### src/rtl/voice_mixer_if.sv
// voice_mixer_if: tick/voice snapshot inputs and valid/ready mixed-sample output of voice_mixer.
// Peak meter signals exist only when VOICE_MIXER_PEAK_METER_EN is defined.
interface voice_mixer_if #(
   parameter int NUM_VOICES = 16,
   parameter int WIDTH      = 24,
   parameter int VOL_WIDTH  = 8
);
   logic                        sample_tick;
   logic [NUM_VOICES*WIDTH-1:0] voice_in;
   logic [NUM_VOICES-1:0]       voice_enable;
   logic [VOL_WIDTH:0]          master_vol;
   logic [WIDTH-1:0]            out_sample;
   logic                        out_valid;
   logic                        out_ready;
   logic                        busy;
   logic                        overrun;
`ifdef VOICE_MIXER_PEAK_METER_EN
   logic                        peak_clear;
   logic [WIDTH-2:0]            peak_level;
   modport master (output sample_tick, voice_in, voice_enable, master_vol, out_ready, peak_clear,
                   input  out_sample, out_valid, busy, overrun, peak_level);
   modport slave  (input  sample_tick, voice_in, voice_enable, master_vol, out_ready, peak_clear,
                   output out_sample, out_valid, busy, overrun, peak_level);
`else
   modport master (output sample_tick, voice_in, voice_enable, master_vol, out_ready,
                   input  out_sample, out_valid, busy, overrun);
   modport slave  (input  sample_tick, voice_in, voice_enable, master_vol, out_ready,
                   output out_sample, out_valid, busy, overrun);
`endif
endinterface

### src/rtl/voice_mixer.sv
// voice_mixer: sums enabled voices one per cycle, applies master volume, saturates, valid/ready out.
// Optional peak meter: define VOICE_MIXER_PEAK_METER_EN.
module voice_mixer #(
   parameter int NUM_VOICES = 16,
   parameter int WIDTH      = 24,
   parameter int VOL_WIDTH  = 8
) (
   input logic           clk,
   input logic           rstn,
   voice_mixer_if.slave  bus
);
   localparam int IW = $clog2(NUM_VOICES);
   localparam int AW = WIDTH + IW;
   localparam int PW = AW + VOL_WIDTH + 2;
   localparam int SW = PW - VOL_WIDTH;
   localparam logic [2:0] S_IDLE  = 3'd0;
   localparam logic [2:0] S_ACCUM = 3'd1;
   localparam logic [2:0] S_SCALE = 3'd2;
   localparam logic [2:0] S_SAT   = 3'd3;
   localparam logic [2:0] S_OUT   = 3'd4;
   localparam logic [VOL_WIDTH:0] UNITY = {1'b1, {VOL_WIDTH{1'b0}}};

   logic [2:0]                  state_q, state_d;
   logic [NUM_VOICES*WIDTH-1:0] voice_q, voice_d;
   logic [NUM_VOICES-1:0]       en_q, en_d;
   logic [VOL_WIDTH:0]          vol_q, vol_d;
   logic signed [AW-1:0]        acc_q, acc_d;
   logic [IW-1:0]               idx_q, idx_d;
   logic signed [SW-1:0]        scaled_q, scaled_d;
   logic [WIDTH-1:0]            out_q, out_d;
   logic                        valid_q, valid_d;
   logic                        ovr_q, ovr_d;
   logic signed [WIDTH-1:0]     voice_sel;
   logic signed [PW-1:0]        prod;
   logic [SW-WIDTH:0]           hi;
   logic [WIDTH-1:0]            sat;

   assign voice_sel = $signed(voice_q[idx_q*WIDTH +: WIDTH]);
   assign prod      = acc_q * $signed({1'b0, vol_q});
   assign hi        = scaled_q[SW-1:WIDTH-1];
   // In range when every bit above the result's sign bit matches it
   assign sat       = (&hi || !(|hi)) ? scaled_q[WIDTH-1:0]
                    : (scaled_q[SW-1] ? {1'b1, {WIDTH-1{1'b0}}} : {1'b0, {WIDTH-1{1'b1}}});

   always_comb begin
      state_d  = state_q;
      voice_d  = voice_q;
      en_d     = en_q;
      vol_d    = vol_q;
      acc_d    = acc_q;
      idx_d    = idx_q;
      scaled_d = scaled_q;
      out_d    = out_q;
      valid_d  = valid_q;
      ovr_d    = bus.sample_tick && state_q != S_IDLE;
      case (state_q)
         S_IDLE: if (bus.sample_tick) begin
            voice_d = bus.voice_in;
            en_d    = bus.voice_enable;
            vol_d   = bus.master_vol > UNITY ? UNITY : bus.master_vol;
            acc_d   = '0;
            idx_d   = '0;
            state_d = S_ACCUM;
         end
         S_ACCUM: begin
            acc_d   = acc_q + (en_q[idx_q] ? AW'(voice_sel) : AW'(0));
            idx_d   = idx_q + 1'b1;
            state_d = idx_q == IW'(NUM_VOICES - 1) ? S_SCALE : S_ACCUM;
         end
         S_SCALE: begin
            scaled_d = SW'(prod >>> VOL_WIDTH);
            state_d  = S_SAT;
         end
         S_SAT: begin
            out_d   = sat;
            valid_d = 1'b1;
            state_d = S_OUT;
         end
         S_OUT: if (bus.out_ready) begin
            valid_d = 1'b0;
            state_d = S_IDLE;
         end
         default: state_d = S_IDLE;
      endcase
   end

   always_ff @(posedge clk or negedge rstn) begin
      if (!rstn) begin
         state_q  <= S_IDLE;
         voice_q  <= '0;
         en_q     <= '0;
         vol_q    <= '0;
         acc_q    <= '0;
         idx_q    <= '0;
         scaled_q <= '0;
         out_q    <= '0;
         valid_q  <= 1'b0;
         ovr_q    <= 1'b0;
      end else begin
         state_q  <= state_d;
         voice_q  <= voice_d;
         en_q     <= en_d;
         vol_q    <= vol_d;
         acc_q    <= acc_d;
         idx_q    <= idx_d;
         scaled_q <= scaled_d;
         out_q    <= out_d;
         valid_q  <= valid_d;
         ovr_q    <= ovr_d;
      end
   end

   assign bus.out_sample = out_q;
   assign bus.out_valid  = valid_q;
   assign bus.busy       = state_q != S_IDLE;
   assign bus.overrun    = ovr_q;

`ifdef VOICE_MIXER_PEAK_METER_EN
   logic [WIDTH-2:0] peak_q, peak_d, mag;
   // The most negative sample has no positive twin, so it reads as full scale
   assign mag = !sat[WIDTH-1] ? sat[WIDTH-2:0]
              : (sat[WIDTH-2:0] == '0 ? {WIDTH-1{1'b1}} : (WIDTH-1)'(-sat));
   assign peak_d = bus.peak_clear ? '0 : (state_q == S_SAT && mag > peak_q) ? mag : peak_q;
   always_ff @(posedge clk or negedge rstn) begin
      if (!rstn) peak_q <= '0;
      else peak_q <= peak_d;
   end
   assign bus.peak_level = peak_q;
`endif
endmodule

### src/flat_wrapper.sv
// flat-port wrapper written by rule: the top's interface ports become plain ports
module voice_mixer_flat 
#(
   parameter int NUM_VOICES = 16,
   parameter int WIDTH      = 24,
   parameter int VOL_WIDTH  = 8
)
  (clk, rstn, bus_sample_tick, bus_voice_in, bus_voice_enable, bus_master_vol, bus_out_ready, bus_out_sample, bus_out_valid, bus_busy, bus_overrun);
  voice_mixer_if #(.NUM_VOICES(NUM_VOICES), .WIDTH(WIDTH), .VOL_WIDTH(VOL_WIDTH)) bus_i ();
  input logic clk;
  input logic rstn;
  input wire logic [$bits(bus_i.sample_tick)-1:0] bus_sample_tick;
  input wire logic [$bits(bus_i.voice_in)-1:0] bus_voice_in;
  input wire logic [$bits(bus_i.voice_enable)-1:0] bus_voice_enable;
  input wire logic [$bits(bus_i.master_vol)-1:0] bus_master_vol;
  input wire logic [$bits(bus_i.out_ready)-1:0] bus_out_ready;
  output wire logic [$bits(bus_i.out_sample)-1:0] bus_out_sample;
  output wire logic [$bits(bus_i.out_valid)-1:0] bus_out_valid;
  output wire logic [$bits(bus_i.busy)-1:0] bus_busy;
  output wire logic [$bits(bus_i.overrun)-1:0] bus_overrun;
  assign bus_i.sample_tick = bus_sample_tick;
  assign bus_i.voice_in = bus_voice_in;
  assign bus_i.voice_enable = bus_voice_enable;
  assign bus_i.master_vol = bus_master_vol;
  assign bus_i.out_ready = bus_out_ready;
  assign bus_out_sample = bus_i.out_sample;
  assign bus_out_valid = bus_i.out_valid;
  assign bus_busy = bus_i.busy;
  assign bus_overrun = bus_i.overrun;
  voice_mixer #(.NUM_VOICES(NUM_VOICES), .WIDTH(WIDTH), .VOL_WIDTH(VOL_WIDTH)) u_core (.clk(clk), .rstn(rstn), .bus(bus_i));
endmodule
### config.mk
export PLATFORM = sky130hd
export DESIGN_NAME = voice_mixer_flat
export DESIGN_NICKNAME = d
export VERILOG_FILES = /design/src/rtl/voice_mixer_if.sv /design/src/rtl/voice_mixer.sv /design/src/flat_wrapper.sv
export SDC_FILE = /design/constraint.sdc
export NUM_CORES = 2
export LEC_CHECK = 0
export CORE_UTILIZATION = 30
export DETAILED_ROUTE_END_ITERATION = 7
export PLACE_DENSITY_LB_ADDON = 0.3
export SLEW_MARGIN = 0
export SYNTH_ARGS = -nofsm -noshare
export SYNTH_HDL_FRONTEND = slang
export SYNTH_SLANG_ARGS = --single-unit
### constraint.sdc
create_clock -name clk -period 5.92 [get_ports clk]
set_clock_uncertainty 0.1 [all_clocks]
set_input_delay 0.592 -clock clk [delete_from_list [all_inputs] [get_ports clk]]
set_output_delay 0.592 -clock clk [all_outputs]
set_load 0.02 [all_outputs]
==> impl_metrics.xml <==
<?xml version="1.0" encoding="UTF-8"?>
<metrics>
  <group name="grt">
    <metric name="gr-total-overflow" unit="">0</metric>
    <metric name="grt_pass1_vias" unit="">25479</metric>
    <metric name="antenna_violations_before_repair" unit="">18</metric>
    <metric name="grt.met2_usage" unit="%">30.96</metric>
    <metric name="wire_length_of_the_first_global_routing_pass" unit="µm">155300</metric>
    <metric name="maximum_number_of_pins_on_one_net_before_global_route_repair" unit="">220</metric>
    <metric name="groute.layer.met1.usage" unit="%">25.42</metric>
    <metric name="grt-busiest-layer" unit="">met2</metric>
    <metric name="grt.total_usage" unit="%">18.93</metric>
    <metric name="grtUsageMet3" unit="%">3.845</metric>
  </group>
  <group name="timing">
    <metric name="period_needed" unit="ns">5.637</metric>
    <metric name="setup-violations-final" unit="">0</metric>
    <metric name="report.final.hold_viol_count" unit="">0</metric>
    <metric name="setup_tns" unit="ns">0</metric>
    <metric name="maxSlewHeadroom" unit="%">22.55</metric>
    <metric name="fmax" unit="MHz">177.4</metric>
    <metric name="timing.final.crit_share" unit="%">95.22</metric>
    <metric name="max_slew.worst_pin.slew" unit="ns">1.162</metric>
    <metric name="rsz0062_at_grt" unit="">false</metric>
    <metric name="timing.final.max_slew_violations" unit="">0</metric>
  </group>
  <group name="outcome">
    <metric name="result_of_the_run" unit="">finished, final reports clean</metric>
  </group>
  <group name="synth">
    <metric name="synth_warnings" unit="">0</metric>
    <metric name="yosysSeqAreaShare" unit="%">39.41</metric>
    <metric name="synthCells" unit="">3498</metric>
    <metric name="synth_async_sr_flop_share" unit="%">100.0</metric>
    <metric name="synthesis.area_per_instance" unit="µm²">9.076</metric>
    <metric name="synthDistinctLibCells" unit="">68</metric>
    <metric name="synth_top_flop_cell" unit="">dfrtp_1</metric>
    <metric name="mappedNetlistArea" unit="µm²">31750</metric>
    <metric name="synth_edf_count" unit="">0</metric>
    <metric name="yosys_register_bits" unit="">500</metric>
    <metric name="mappedNetlistNets" unit="">4224</metric>
  </group>
  <group name="clock_network">
    <metric name="cts.clk_slew.worst_paths" unit="ns">0.06</metric>
    <metric name="ctsRootBufferMaster" unit="">clkbuf_16</metric>
    <metric name="clock_insertion_delay_worst_skew" unit="ns">0.67</metric>
    <metric name="cts_tree" unit="">built</metric>
    <metric name="h-tree-depth" unit="">2</metric>
    <metric name="cts_made_buffers" unit="">58</metric>
    <metric name="number_of_clock_sinks" unit="">500</metric>
    <metric name="ctsLongestPathBuffers" unit="">3</metric>
  </group>
  <group name="worst_setup_path">
    <metric name="ff_to_ff_start" unit="">u_core.vol_q[4]$_DFFE_PN0P_</metric>
    <metric name="timing.critical_path.to_type" unit="">flip-flop</metric>
    <metric name="timing.critical_path.cells" unit="">and2_1 &gt; fa_1 &gt; fa_1 &gt; fa_1 &gt; fa_1 &gt; inv_1 &gt; fa_1 &gt; inv_1 &gt; ha_1 &gt; a21o_1 &gt; a21o_1 &gt; a21oi_1 &gt; o221ai_1 &gt; a21oi_4 &gt; o31ai_4 &gt; a41oi_1 &gt; xor2_1 &gt; o21ai_1</metric>
    <metric name="crit_fanout" unit="">14</metric>
    <metric name="crit_start" unit="">u_core.vol_q[4]$_DFFE_PN0P_</metric>
    <metric name="path_class" unit="">flip-flop to flip-flop</metric>
    <metric name="startpoint_type" unit="">flip-flop</metric>
    <metric name="arrival_worst_endpoint" unit="ns">6.07</metric>
    <metric name="critical_path_s_largest_stage_delay" unit="ns">0.57</metric>
    <metric name="crit_path_frequent_cell" unit="">fa_1</metric>
    <metric name="timing.critical_path.required" unit="ns">6.35</metric>
    <metric name="crit_path_top_delay_cell" unit="">fa_1</metric>
  </group>
  <group name="routing">
    <metric name="viasPerCell" unit="">4.661</metric>
    <metric name="routedWlPerCell" unit="µm">19.06</metric>
    <metric name="route.antenna.remaining_nets" unit="">0</metric>
    <metric name="initialDrtViolationCount" unit="">1599</metric>
    <metric name="detail_route.first_pass.iterations" unit="">6</metric>
    <metric name="remaining_design_rule_violation_count" unit="">0</metric>
    <metric name="route.final.wire_length" unit="µm">101200</metric>
    <metric name="routed-via-count" unit="">24741</metric>
  </group>
  <group name="die">
    <metric name="die_w" unit="µm">327.3</metric>
    <metric name="die_height" unit="µm">327.3</metric>
    <metric name="ios" unit="">440</metric>
    <metric name="std_cell_rows" unit="">118</metric>
    <metric name="floorplan.initialDensity" unit="%">30.46</metric>
    <metric name="design.die.area" unit="µm²">107100</metric>
    <metric name="core_region_area" unit="µm²">104200</metric>
  </group>
  <group name="worst_hold_path">
    <metric name="min_path_type" unit="">input pin to flip-flop</metric>
    <metric name="hold_start" unit="">bus_voice_in[1]</metric>
  </group>
  <group name="job">
    <metric name="max_cap_viol_count" unit="">0</metric>
  </group>
  <group name="placed_design">
    <metric name="gpl.final_weighted_congestion" unit="">0.8490</metric>
    <metric name="port_buffers" unit="">439</metric>
    <metric name="dp_hpwl" unit="µm">76730</metric>
  </group>
  <group name="finish">
    <metric name="nFillCells" unit="">10591</metric>
    <metric name="ff_latch_area" unit="µm²">12520</metric>
    <metric name="multi_input_comb_area" unit="µm²">17590</metric>
    <metric name="syn2layout_area_growth" unit="%">25.47</metric>
    <metric name="nNetsFinal" unit="">4598</metric>
    <metric name="layout-drive-gt1-share" unit="%">7.759</metric>
  </group>
</metrics>
worst paths after layout:
kind | to | slack [ns] | cells after the start
setup / recovery | u_core.scaled_q[25]$_DFFE_PN0N_ | 0.28 | 18
hold / removal | u_core.voice_q[1]$_DFFE_PN0P_ | 0.35 | 3
setup reg to reg | u_core.scaled_q[25]$_DFFE_PN0N_ | 0.28 | 18
hold reg to reg | u_core.voice_q[156]$_DFFE_PN0P_ | 0.37 | 2
max in group asynchronous | u_core.voice_q[17]$_DFFE_PN0P_ | 3.86 | 3
min in group asynchronous | u_core.bus.out_sample[1]$_DFFE_PN0P_ | 0.44 | 2
cell usage after synthesis (39+ instances only):
library cell  instances  area share (%)
a21oi_1              97             1.5
and2_1              127             2.5
clkbuf_1            185             2.2
dfrtp_1             500              39
fa_1                206              13
ha_1                107             4.2
inv_1               218             2.6
mux2i_1              52             1.6
mux4_2               81             5.7
nand2_1            1447              17
nand3_1              39            0.61
nor2_1               50            0.59
o21ai_0              89             1.4
metrics by stage:
stage / hold slack, ns / worst slack, ns / utilization (%) / area [µm²] / cells
after floorplan: 0.1964 / 0.2867 / - / 31750 / 3498
after global placement: 0.3525 / 0.3663 / 36.32 / 37860 / 5191
after detailed placement: 0.3567 / 0.2856 / 36.32 / 37860 / 5191
after CTS: 0.2972 / 0.2688 / 38.19 / 39810 / 5298
after global routing: 0.3246 / 0.0001883 / 38.21 / 39820 / 5304
final: 0.3451 / 0.2830 / 38.21 / 39830 / 5308
kinds of logic (layout without fill, tap and decap cells):
kind of cell,after synthesis,count (layout),synth area share [%]
other cells,0,10,0
simple gates,1733,1733,22.29
xor+xnor,61,61,1.683
buf+inv,430,850,5.249
compound gates,320,320,6.491
mux,141,141,7.669
flops,500,500,39.41
fa+ha+maj,313,313,17.21
cells in the final DEF (no fill, tap or decap), types with 13 or more instances in the layout:
cell type / netlist / final
dfrtp_1: 500 / 496
ha_1: 107 / 107
and2_1: 127 / 126
o21ai_0: 89 / 89
inv_1: 218 / 218
fa_1: 206 / 206
clkbuf_8: 0 / 14
nand3_1: 39 / 39
a22oi_1: 15 / 15
a221oi_1: 15 / 15
xnor2_1: 32 / 32
clkbuf_1: 185 / 14
a21o_1: 32 / 32
nor2_1: 50 / 50
nand2_1: 1447 / 1446
buf_12: 0 / 13
a21oi_1: 97 / 97
clkbuf_16: 0 / 58
mux4_2: 81 / 81
xor2_1: 29 / 29
mux2i_1: 52 / 52
buf_4: 6 / 73
nor2b_1: 20 / 19
clkdlybuf4s50_1: 0 / 438
worst max-delay path: cells and delay by family, from the launching register on:
family / cells / cell delay (ns)
AO/OA/AOI/OAI: 8 / 1.56
XOR/XNOR: 1 / 0.17
flip-flops: 1 / 0.56
adder cells (fa/ha/maj): 6 / 2.76
AND/OR/NAND/NOR: 1 / 0.25
buffers and inverters: 2 / 0.10
state kept, by name, indices dropped and copies added (netlist names):
signal and count:
u_core.voice_q 384, u_core.bus.out_valid 1, u_core.bus.overrun 1, u_core.scaled_q 30
u_core.state_q 3, u_core.idx_q 4, u_core.bus.out_sample 24, u_core.vol_q 9
u_core.acc_q 28, u_core.en_q 16
what timing repair did:
action / in CTS / in global routing
endpoints found under the hold margin: 77 / 0
resized for setup: 0 / 0
buffers inserted: 0 / 0
hold buffers: 1 / 0
layout make-up:
class	instances	area share, %
Clock inverter	20	0.6031
Inverter	218	2.054
Multi-Input combinational cell	2568	44.15
Tap cell	1380	4.335
Antenna cell	10	0.06282
Clock buffer	86	4.259
Timing Repair Buffer	526	13.10
Sequential cell	500	31.44
metal layers:
layer | wire, µm | share of wire (%) | vias to the layer above
met5 | 132 | 0.13 | -
met4 | 2236 | 2.2 | 20
li1 | - | - | 11871
met1 | 44960 | 44 | 12072
met2 | 47590 | 47 | 647
met3 | 6235 | 6.2 | 131
Power is left out: the tool's default activity adds up to more than one toggle a clock period on the data nets, which glitch-free logic cannot reach.
